### config.mk
export PLATFORM = sky130hd
export DESIGN_NAME = alu_ctrl_issue
export DESIGN_NICKNAME = d
export VERILOG_FILES = /design/src/rtl/alu_ctrl_issue.sv
export SDC_FILE = /design/constraint.sdc
export NUM_CORES = 1
export LEC_CHECK = 0
export BUFFER_PORTS_ARGS = -buffer_cell sky130_fd_sc_hd__buf_2
export CORE_AREA = 2 2 39 41
export CTS_CLUSTER_DIAMETER = 40
export CTS_CLUSTER_SIZE = 14
export DETAILED_ROUTE_END_ITERATION = 10
export DIE_AREA = 0 0 41 43
export GPL_TIMING_DRIVEN = 1
export PLACE_DENSITY_LB_ADDON = 0.1
export SETUP_SLACK_MARGIN = 0.2
export SLEW_MARGIN = 10
export SYNTH_ARGS = -nofsm -noshare
export SYNTH_HDL_FRONTEND = slang
export SYNTH_SLANG_ARGS = --single-unit
### constraint.sdc
create_clock -name clk_i -period 1.9 [get_ports clk_i]
set_input_delay 0.095 -clock clk_i [delete_from_list [all_inputs] [get_ports clk_i]]
set_output_delay 0.095 -clock clk_i [all_outputs]
set_load 0.02 [all_outputs]
### src/rtl/alu_ctrl_issue.sv
// alu_ctrl_issue: decodes ALUOp/funct into a 3-bit ALU control code and issues it over a valid/ready handshake, holding MUL ops for MUL_LAT cycles.
//   Ports: clk_i, rst_i (sync, active-high), valid_i/ALUOp_i/funct_i (op in), stall_i (downstream hold),
//   ready_o (accept), ALUCtrl_o/valid_o (issued op), busy_o (MUL window), illegal_o (unknown R-type funct).
//   Optional: define ALU_ISSUE_ILLEGAL_EN to drive illegal_o; otherwise it stays 0.
module alu_ctrl_issue #(
  parameter int MUL_LAT = 4,
  parameter int CNT_W   = 4
) (
  input  logic       clk_i,
  input  logic       rst_i,
  input  logic       valid_i,
  input  logic [1:0] ALUOp_i,
  input  logic [5:0] funct_i,
  input  logic       stall_i,
  output logic       ready_o,
  output logic [2:0] ALUCtrl_o,
  output logic       valid_o,
  output logic       busy_o,
  output logic       illegal_o
);
  localparam logic [1:0] S_IDLE  = 2'd0;
  localparam logic [1:0] S_ISSUE = 2'd1;
  localparam logic [1:0] S_MUL   = 2'd2;
  localparam logic [CNT_W-1:0] CNT_LAST = CNT_W'(MUL_LAT - 1);
  localparam bit MULTI = MUL_LAT > 1;
  logic [1:0] state;
  logic [CNT_W-1:0] cnt;
  logic [2:0] r_code, code;
  logic is_mul, ill, accept, at_last;
  assign r_code = funct_i == 6'b100000 ? 3'b010 :
                  funct_i == 6'b100010 ? 3'b110 :
                  funct_i == 6'b100100 ? 3'b000 :
                  funct_i == 6'b100101 ? 3'b001 :
                  funct_i == 6'b011000 ? 3'b111 : 3'b100;
  assign code = ALUOp_i == 2'b00 ? 3'b010 :
                ALUOp_i == 2'b01 ? 3'b110 :
                ALUOp_i == 2'b11 ? 3'b001 : r_code;
  assign is_mul = ALUOp_i == 2'b10 && funct_i == 6'b011000;
`ifdef ALU_ISSUE_ILLEGAL_EN
  assign ill = ALUOp_i == 2'b10 &&
               !(funct_i inside {6'b100000, 6'b100010, 6'b100100, 6'b100101, 6'b011000});
`else
  assign ill = 1'b0;
`endif
  assign at_last = cnt == CNT_LAST;
  assign ready_o = state == S_IDLE  ? 1'b1 :
                   state == S_ISSUE ? !stall_i :
                   state == S_MUL   ? at_last && !stall_i : 1'b0;
  assign accept = valid_i && ready_o;
  always_ff @(posedge clk_i) begin
    if (rst_i) begin
      state     <= S_IDLE;
      ALUCtrl_o <= 3'b100;
      valid_o   <= 1'b0;
      busy_o    <= 1'b0;
      illegal_o <= 1'b0;
      cnt       <= '0;
    end else if (accept) begin
      state     <= (is_mul && MULTI) ? S_MUL : S_ISSUE;
      ALUCtrl_o <= code;
      valid_o   <= 1'b1;
      busy_o    <= is_mul && MULTI;
      illegal_o <= ill;
      cnt       <= '0;
    end else if (stall_i && state != S_IDLE) begin
      state <= state;
    end else if (state == S_MUL && !at_last) begin
      cnt <= cnt + CNT_W'(1);
    end else begin
      state     <= S_IDLE;
      ALUCtrl_o <= 3'b100;
      valid_o   <= 1'b0;
      busy_o    <= 1'b0;
      illegal_o <= 1'b0;
      cnt       <= '0;
    end
  end
endmodule

==> results_dict.tcl, run 1 <==
set metrics [dict create \
    firstDrtPassIters 5 \
    worstSetupEndpointType "output pin" \
    holdWs_ns 0.0875 \
    netlist_instances 65 \
    reg2reg_slack_ns 0.39 \
    grt_first_pass_wirelength_um 1740 \
    holdPathEnd "busy_o$_SDFFE_PP0P_" \
    place_hpwl_um 894 \
    maxSlewViolCount 0 \
    routabilityCongestion 0.695 \
    min_from "rst_i" \
    vdd_drop_max_uv 322 \
    grt_use_total_pct 15.0 \
    finalPower_mw 0.424 \
    cp.required_ns 1.80 \
    fin_nets 98 \
    fmax_mhz 639 \
    die_y_um 43 \
    grt_max_degree 10 \
    area_delta_synth_final_pct 20.3 \
    globalRoute.totalOverflow 0 \
    syn_nets 78 \
    fin_skew_ns 0.00423 \
    yosys.area.top_type "dfxtp_1" \
    antenna_found_initial 0 \
    start_kind "flop" \
    cts_made_buffers 3 \
    worstPathMaxFanout 3 \
    drc 0 \
    fin_tns_setup_ns 0 \
    cts.repair.resized 0 \
    postCtsHoldBufs 0 \
    place_inst 96 \
    num_vias 517 \
    ant_nets 0 \
    start_util_pct 41.4 \
    power_density_nw_per_um2 615 \
    fin_util_pct 49.8 \
    layout_commonest_cell "buf_2" \
    core_um2 1380 \
    tritoncts "yes" \
    die_area_um2 1760 \
    viasPerCell 5.22 \
    ys_ff_latch 10 \
    hold_violations 0 \
    cts.path.max_buffers 2 \
    r2r_start "cnt[0]$_SDFFE_PP0N_" \
    reg2regPathDepth 5 \
    outcome "finished clean" \
    port_buffers 17 \
    post-route-period-util_pct 82.3 \
    clk_latency_ns 0.26 \
    r2r-end "ALUCtrl_o[0]$_SDFFE_PP0P_" \
    wl_um 1110 \
    num_antenna_cells 0 \
    min_path_cells 2 \
    rsz0062_at_grt "false" \
    drive_above_1_share_pct 31.3 \
    num_rows 14 \
    hold_class "in -> reg" \
    cp.arrival_ns 1.47 \
    cts_num_sinks 10 \
    fin_crit_ns 1.56 \
    seq_area_frac_synth_pct 34.9 \
    ys.warnings.count 0 \
    post-cts-setup-buffers 0 \
    drv_cap 0 \
    cts-root-buf "clkbuf_4" \
    crit_type "reg -> out" \
    yosysUniqueCellTypes 35 \
    clk_pin_slew_ns 0.06 \
    htreeDepth 1 \
    stdcell_count 99 \
    setup_violations 0 \
    syn-cell-area_um2 573 \
    wire_per_inst_um 11.2 \
    die_w_um 41 \
    layout_common_cells "17 x buf_2, 10 x dfxtp_1, 7 x nor2_1" \
    leakagePower_nw 0.280 \
    syn_area_per_cell_um2 8.82 \
    yosys.area.top_type_share_pct 34.9 \
    grt_pass1_vias 437 \
    drt_iter0_drc 7 \
    synth.area.top_cells "dfxtp_1 35%, nor2_1 4.6%, xor2_1 4.6%" \
    io_pins 19 \
]
==> logic make-up (layout without fill, tap and decap cells) <==
family,Yosys count,count (layout),synth area share [%]
compound gates,17,17,22.5
xor+xnor,3,3,4.59
fa+ha+maj,1,1,2.18
buf+inv,3,21,2.62
flops,10,10,34.9
mux,1,1,1.75
other cells,1,1,0.654
simple gates,29,29,30.8
==> how the worst max path moves through the flow <==
stage	cells after the start	start	endpoint
floorplan	5	cnt[0]$_SDFFE_PP0N_	ALUCtrl_o[0]$_SDFFE_PP0P_
global placement	5	cnt[0]$_SDFFE_PP0N_	ALUCtrl_o[0]$_SDFFE_PP0P_
detailed placement	5	cnt[0]$_SDFFE_PP0N_	ALUCtrl_o[0]$_SDFFE_PP0P_
CTS	5	cnt[0]$_SDFFE_PP0N_	ready_o
global route	5	cnt[0]$_SDFFE_PP0N_	ready_o
finish	5	cnt[0]$_SDFFE_PP0N_	ready_o
==> critical path, stage by stage, from the launching register on <==
cell,delay (ns)
dfxtp_1,0.37
ha_1,0.20
nor4b_4,0.28
nor2_1,0.07
o22ai_1,0.12
buf_2,0.18
==> layer usage <==
metal / global-route usage, % / share of wire [%] / vias to the layer above
li1: - / - / 274
met1: 17.3 / 46 / 229
met2: 21.6 / 48 / 12
met3: 6.28 / 4.4 / 2
met4: 10.0 / 1.2 / 0
met5: 0 / 0 / -
==> layout make-up <==
class,count,area (µm²)
sequential,10,200
fill,148,694
clock buffer,3,22.5
tap,16,20.0
timing repair buffer,17,85.1
multi-input combinational,52,358
inverter,1,3.75
==> flip-flops by register name, summed over array words and instances, names as in the netlist <==
register and cells:
cnt 4, ALUCtrl_o 3, busy_o 1, state 1
valid_o 1
==> cells in the mapped netlist <==
library cell,number
o21a_1,1
a22oi_1,2
nor4b_4,1
nor2b_1,1
o22ai_1,1
nor4_1,1
o21ai_1,2
nor2_1,7
or2_1,1
buf_1,1
conb_1,1
nor4b_1,1
nor3_1,3
nand3_1,3
nand2_1,4
mux2i_1,1
and2b_1,1
o21bai_1,1
nand2b_1,2
a21oi_1,3
buf_4,1
o211ai_2,1
ha_1,1
o21ai_0,1
a21oi_2,1
inv_2,1
dfxtp_1,10
and4bb_2,1
o31ai_2,1
nor3b_1,2
o211a_1,1
a32o_1,1
xor2_1,3
a22o_1,1
nand4_1,1
==> report_power, final <==
| part | switching (mW) | internal [mW] | total [mW] |
|---|---|---|---|
| Clock | 0.0664 | 0.0729 | 0.139 |
| Combinational | 0.0368 | 0.0271 | 0.0639 |
| Sequential | 0.00494 | 0.216 | 0.221 |
==> through the flow <==
stage                     instance area [µm²]  worst slack, ns
after floorplan                           573            0.508
after global placement                    667            0.412
after detailed placement                  667            0.388
after CTS                                 689            0.316
after global routing                      689            0.200
final                                     689            0.336
Power figures use the tool's default switching activity.
==> run 2: changes to the inputs <==
--- a/config.mk
+++ b/config.mk
@@ -6,11 +6,11 @@
 export NUM_CORES = 1
 export LEC_CHECK = 0
 export BUFFER_PORTS_ARGS = -buffer_cell sky130_fd_sc_hd__buf_2
-export CORE_AREA = 2 2 39 41
+export CORE_MARGIN = 2
+export CORE_UTILIZATION = 42
 export CTS_CLUSTER_DIAMETER = 40
 export CTS_CLUSTER_SIZE = 14
 export DETAILED_ROUTE_END_ITERATION = 10
-export DIE_AREA = 0 0 41 43
 export GPL_TIMING_DRIVEN = 1
 export PLACE_DENSITY_LB_ADDON = 0.1
 export SETUP_SLACK_MARGIN = 0.2
==> constraint.sdc (replaced) <==
create_clock -name clk_i -period 1.4 [get_ports clk_i]
set_input_delay 0.07 -clock clk_i [delete_from_list [all_inputs] [get_ports clk_i]]
set_output_delay 0.07 -clock clk_i [all_outputs]
set_load 0.02 [all_outputs]
==> results_dict.tcl, run 2 (same netlist as run 1, synthesis figures left out) <==
set metrics [dict create \
    num_vias 564 \
    cp_top_family "simple AND/OR/NAND/NOR gates" \
    intPower_mw 0.496 \
    violations "setup timing" \
    cts.path.max_buffers 2 \
    pwr-share-comb_pct 16.2 \
    placed_area_um2 713 \
    leakagePower_nw 0.319 \
    reg2reg_slack_ns -0.007 \
    firstDrtPassIters 4 \
    cts_made_buffers 3 \
    grt_first_pass_wirelength_um 1970 \
    worst_slack_ns -0.00703 \
    htreeDepth 1 \
    drt_iter0_drc 4 \
    outcome "complete, but fails checks" \
    start_kind "flop" \
    p_seq_share_pct 45.5 \
    hold_violations 0 \
    maxSlewViolCount 0 \
    area_delta_synth_final_pct 42.6 \
    layout_common_cells "16 x buf_2, 6 x dfxtp_1, 6 x nor2_1, 6 x buf_4" \
    postCtsHoldBufs 0 \
    critPathSlowestCell "dfxtp_2" \
    antenna_found_initial 0 \
    fin_crit_ns 1.41 \
    path_buf_inv 0 \
    top_regs "cnt: 4 flops, ALUCtrl_o: 3 flops" \
    min_path_cells 2 \
    post-route-period-util_pct 101 \
    tritoncts "yes" \
    worstPathMaxFanout 5 \
    clkPwrFrac_pct 38.3 \
    switching_share_pct 24.7 \
    power_density_nw_per_um2 807 \
    vdd_drop_max_uv 596 \
    place_hpwl_um 936 \
    layout_commonest_cell "buf_2" \
    io_pins 19 \
    grt_max_degree 10 \
    r2r_start "cnt[1]$_SDFFE_PP0N_" \
    num_antenna_cells 0 \
    num_rows 13 \
    clk_pin_slew_ns 0.06 \
    clk_latency_ns 0.26 \
    holdPathEnd "busy_o$_SDFFE_PP0P_" \
    wl_um 1320 \
    rsz0062_at_grt "true" \
    top_register "cnt" \
    fmax_mhz 711 \
    min_from "rst_i" \
    wire_per_inst_um 12.7 \
    worstSetupEndpointType "flop" \
    grt_use_total_pct 19.1 \
    cts_num_sinks 10 \
    cp.required_ns 1.56 \
    r2r-end "ALUCtrl_o[0]$_SDFFE_PP0P_" \
    fill_cells 125 \
    ant_nets 0 \
    core_um2 1280 \
    path_cells "ha_4, nor3b_4, o31ai_4, and2b_1, a32o_1" \
    design_area_um2 817 \
    cp.arrival_ns 1.56 \
    reg2regPathDepth 5 \
    drv_cap 0 \
    port_buffers 17 \
    switching_power_mw 0.163 \
    fin_skew_ns 0.00296 \
    die_area_um2 1680 \
    viasPerCell 5.42 \
    grt_pass1_vias 502 \
    setup_violations 3 \
    die_w_um 40.9 \
    holdWs_ns 0.0853 \
    cts-root-buf "clkbuf_4" \
    start_util_pct 44.6 \
    crit_type "reg -> reg" \
    largest_register_ffs 4 \
    die_y_um 40.9 \
    drc 0 \
    drive_above_1_share_pct 48.3 \
    hold_class "in -> reg" \
    fin_tns_setup_ns -0.0140 \
    routabilityCongestion 0.700 \
    fin_nets 103 \
    globalRoute.totalOverflow 0 \
    cpPeakStageDelay_ns 0.35 \
]
-- run 2: area by class of cell --
class	instances	area [µm²]	area share [%]
tap	15	18.8	2.30
inverter	1	3.75	0.459
timing repair buffer	22	125	15.3
multi-input combinational	52	428	52.4
sequential	10	205	25.1
clock buffer	4	36.3	4.44
-- run 2: power by group through the flow --
stage | clock, mW | combinational (mW) | sequential (mW)
after floorplan | 0 | 0.0464 | 0.313
after global placement | 0 | 0.0939 | 0.305
after detailed placement | 0 | 0.0947 | 0.305
after CTS | 0.264 | 0.100 | 0.299
after global routing | 0.283 | 0.117 | 0.301
final | 0.252 | 0.107 | 0.300
-- run 2: worst max-delay path by stage --
| stage | from | end | slack (ns) | cells past startpoint |
|---|---|---|---|---|
| after global placement | cnt[1]$_SDFFE_PP0N_ | ALUCtrl_o[1]$_SDFFE_PP0P_ | 0.08 | 5 |
| after global routing | cnt[1]$_SDFFE_PP0N_ | ready_o | -0.11 | 5 |
| final | cnt[1]$_SDFFE_PP0N_ | ALUCtrl_o[0]$_SDFFE_PP0P_ | -0.007 | 5 |
| after CTS | cnt[1]$_SDFFE_PP0N_ | ready_o | -0.04 | 5 |
| after detailed placement | cnt[1]$_SDFFE_PP0N_ | ALUCtrl_o[0]$_SDFFE_PP0P_ | 0.06 | 5 |
| after floorplan | cnt[1]$_SDFFE_PP0N_ | ALUCtrl_o[0]$_SDFFE_PP0P_ | 0.13 | 5 |
-- run 2: routing by layer --
layer	GRT usage, %	share of wire (%)	up-vias
met2	32.0	51	12
met3	8.15	4.8	0
li1	-	-	287
met4	10.0	0	0
met1	19.9	44	265
met5	0	0	-
-- run 2: metrics by stage --
step / instances / power [mW] / setup WS, ns / utilization [%]
global placement: 96 / 0.399 / 0.0798 / 55.5
CTS: 103 / 0.663 / -0.0363 / 61.2
finish: 104 / 0.659 / -0.00703 / 63.6
global route: 104 / 0.701 / -0.108 / 63.6
floorplan: 65 / 0.360 / 0.132 / -
detailed placement: 96 / 0.400 / 0.0631 / 55.5
-- run 2: repair_timing --
| action | CTS | global route |
|---|---|---|
| buffers inserted | 3 | 1 |
| resized for setup | 3 | 5 |
| endpoints found under the setup margin | 11 | 11 |
| pin swaps | 11 | 5 |
==> run 3: changes to the inputs <==
--- a/config.mk
+++ b/config.mk
@@ -6,7 +6,6 @@
 export NUM_CORES = 1
 export LEC_CHECK = 0
 export BUFFER_PORTS_ARGS = -buffer_cell sky130_fd_sc_hd__buf_2
-export CORE_MARGIN = 2
 export CORE_UTILIZATION = 42
 export CTS_CLUSTER_DIAMETER = 40
 export CTS_CLUSTER_SIZE = 14
@@ -14,7 +13,9 @@
 export GPL_TIMING_DRIVEN = 1
 export PLACE_DENSITY_LB_ADDON = 0.1
 export SETUP_SLACK_MARGIN = 0.2
+export SKIP_CTS_REPAIR_TIMING = 1
 export SLEW_MARGIN = 10
 export SYNTH_ARGS = -nofsm -noshare
 export SYNTH_HDL_FRONTEND = slang
 export SYNTH_SLANG_ARGS = --single-unit
+export TNS_END_PERCENT = 5
==> results_dict.tcl, run 3 (same netlist as run 1, synthesis figures left out) <==
set metrics [dict create \
    clk_pin_slew_ns 0.07 \
    min_path_cells 2 \
    worstSetupEndpointType "output pin" \
    stdcell_count 98 \
    fmax_mhz 688 \
    cp.depth 5 \
    port_buffers 17 \
    outcome "complete, but fails checks" \
    violations "setup timing" \
    wire_per_inst_um 11.8 \
    cts_made_buffers 3 \
    viasPerCell 5.35 \
    drive_above_1_share_pct 40.5 \
    grt_use_total_pct 19.1 \
    core_um2 1190 \
    top_register "cnt" \
    hold_violations 0 \
    grt_pass1_vias 455 \
    holdPathEnd "busy_o$_SDFFE_PP0P_" \
    rsz0062_at_grt "true" \
    r2r-end "ALUCtrl_o[1]$_SDFFE_PP0P_" \
    grt_first_pass_wirelength_um 1900 \
    area_delta_synth_final_pct 30.1 \
    top_regs "cnt: 4 flops, ALUCtrl_o: 3 flops" \
    critPathSlowestCell "dfxtp_2" \
    cts_num_sinks 10 \
    cts-root-buf "clkbuf_4" \
    fin_skew_ns 0.00960 \
    post-route-period-util_pct 104 \
    io_pins 19 \
    clk_latency_ns 0.27 \
    tritoncts "yes" \
    start_util_pct 48.3 \
    worstPathMaxFanout 3 \
    hold_class "in -> reg" \
    worst_slack_ns -0.0542 \
    die_w_um 38.9 \
    htreeDepth 1 \
    setup_violations 1 \
    routabilityCongestion 0.699 \
    crit_type "reg -> out" \
    grt_max_degree 10 \
    r2r_start "cnt[1]$_SDFFE_PP0N_" \
    antenna_found_initial 0 \
    drv_cap 0 \
    die_area_um2 1520 \
    path_cells "ha_4, nor4b_4, nor2_1, o22ai_1, buf_4" \
    place_hpwl_um 917 \
    finalPower_mw 0.653 \
    cp.arrival_ns 1.38 \
    cpPeakStageDelay_ns 0.37 \
    cp.required_ns 1.33 \
    drt_iter0_drc 11 \
    largest_register_ffs 4 \
    die_y_um 38.9 \
    vdd_drop_max_uv 626 \
    wl_um 1150 \
    num_rows 12 \
    reg2reg_slack_ns 0.05 \
    fin_nets 98 \
    start_kind "flop" \
    drc 0 \
    layout_common_cells "16 x buf_2, 7 x dfxtp_1, 7 x nor2_1" \
    place_ws_ns 0.0463 \
    min_from "rst_i" \
    leakagePower_nw 0.291 \
    path_buf_inv 1 \
    fin_crit_ns 1.45 \
    num_vias 524 \
    ant_nets 0 \
    power_density_nw_per_um2 876 \
    globalRoute.totalOverflow 0 \
    layout_commonest_cell "buf_2" \
    place_inst 94 \
    firstDrtPassIters 4 \
    cp_top_family "flip-flops" \
    fill_cells 111 \
    maxSlewViolCount 0 \
    reg2regPathDepth 5 \
    num_antenna_cells 0 \
    cts.path.max_buffers 2 \
]
==> run 3: cell count changes in the layout (fill, tap and decap cells not counted), sizes merged <==
cell | before | now
buf | 22 | 17
==> run 3: layout make-up <==
cell class / instances / area (µm²) / area share, %
inverters: 1 / 3.75 / 0.503
repair buffers: 17 / 87.6 / 11.7
flip-flops and latches: 10 / 204 / 27.3
well taps: 14 / 17.5 / 2.35
multi-input cells: 52 / 397 / 53.2
clock buffers: 4 / 36.3 / 4.87
==> run 3: stage by stage <==
step	instance area, µm²	hold WS, ns	setup TNS [ns]	util [%]
after floorplan	613	0.224	0	-
after global placement	704	0.328	0	59.4
after detailed placement	704	0.335	0	59.4
after CTS	741	0.0497	-0.0814	62.4
after global routing	746	0.0581	-0.170	62.9
final	746	0.0485	-0.0542	62.9
==> run 3: routing by layer <==
metal,track usage (%),part of all wire [%],up-vias
li1,-,-,278
met1,26.7,55,221
met2,24.6,36,20
met3,5.20,6.5,5
met4,12.9,2.5,0
met5,0,0,-
==> run 3: how the worst max path moves through the flow <==
| stage | slack (ns) | from | to |
|---|---|---|---|
| after global routing | -0.12 | cnt[1]$_SDFFE_PP0N_ | ready_o |
| after CTS | -0.08 | cnt[1]$_SDFFE_PP0N_ | ready_o |
| after global placement | 0.06 | cnt[1]$_SDFFE_PP0N_ | ALUCtrl_o[1]$_SDFFE_PP0P_ |
| after detailed placement | 0.05 | cnt[1]$_SDFFE_PP0N_ | ALUCtrl_o[0]$_SDFFE_PP0P_ |
| final | -0.05 | cnt[1]$_SDFFE_PP0N_ | ready_o |
| after floorplan | 0.13 | cnt[1]$_SDFFE_PP0N_ | ALUCtrl_o[0]$_SDFFE_PP0P_ |
==> run 3: power breakdown <==
part	switching, mW	internal, mW	total (mW)
clock	0.103	0.158	0.261
combinational	0.0525	0.0391	0.0916
sequential	0.00802	0.292	0.300
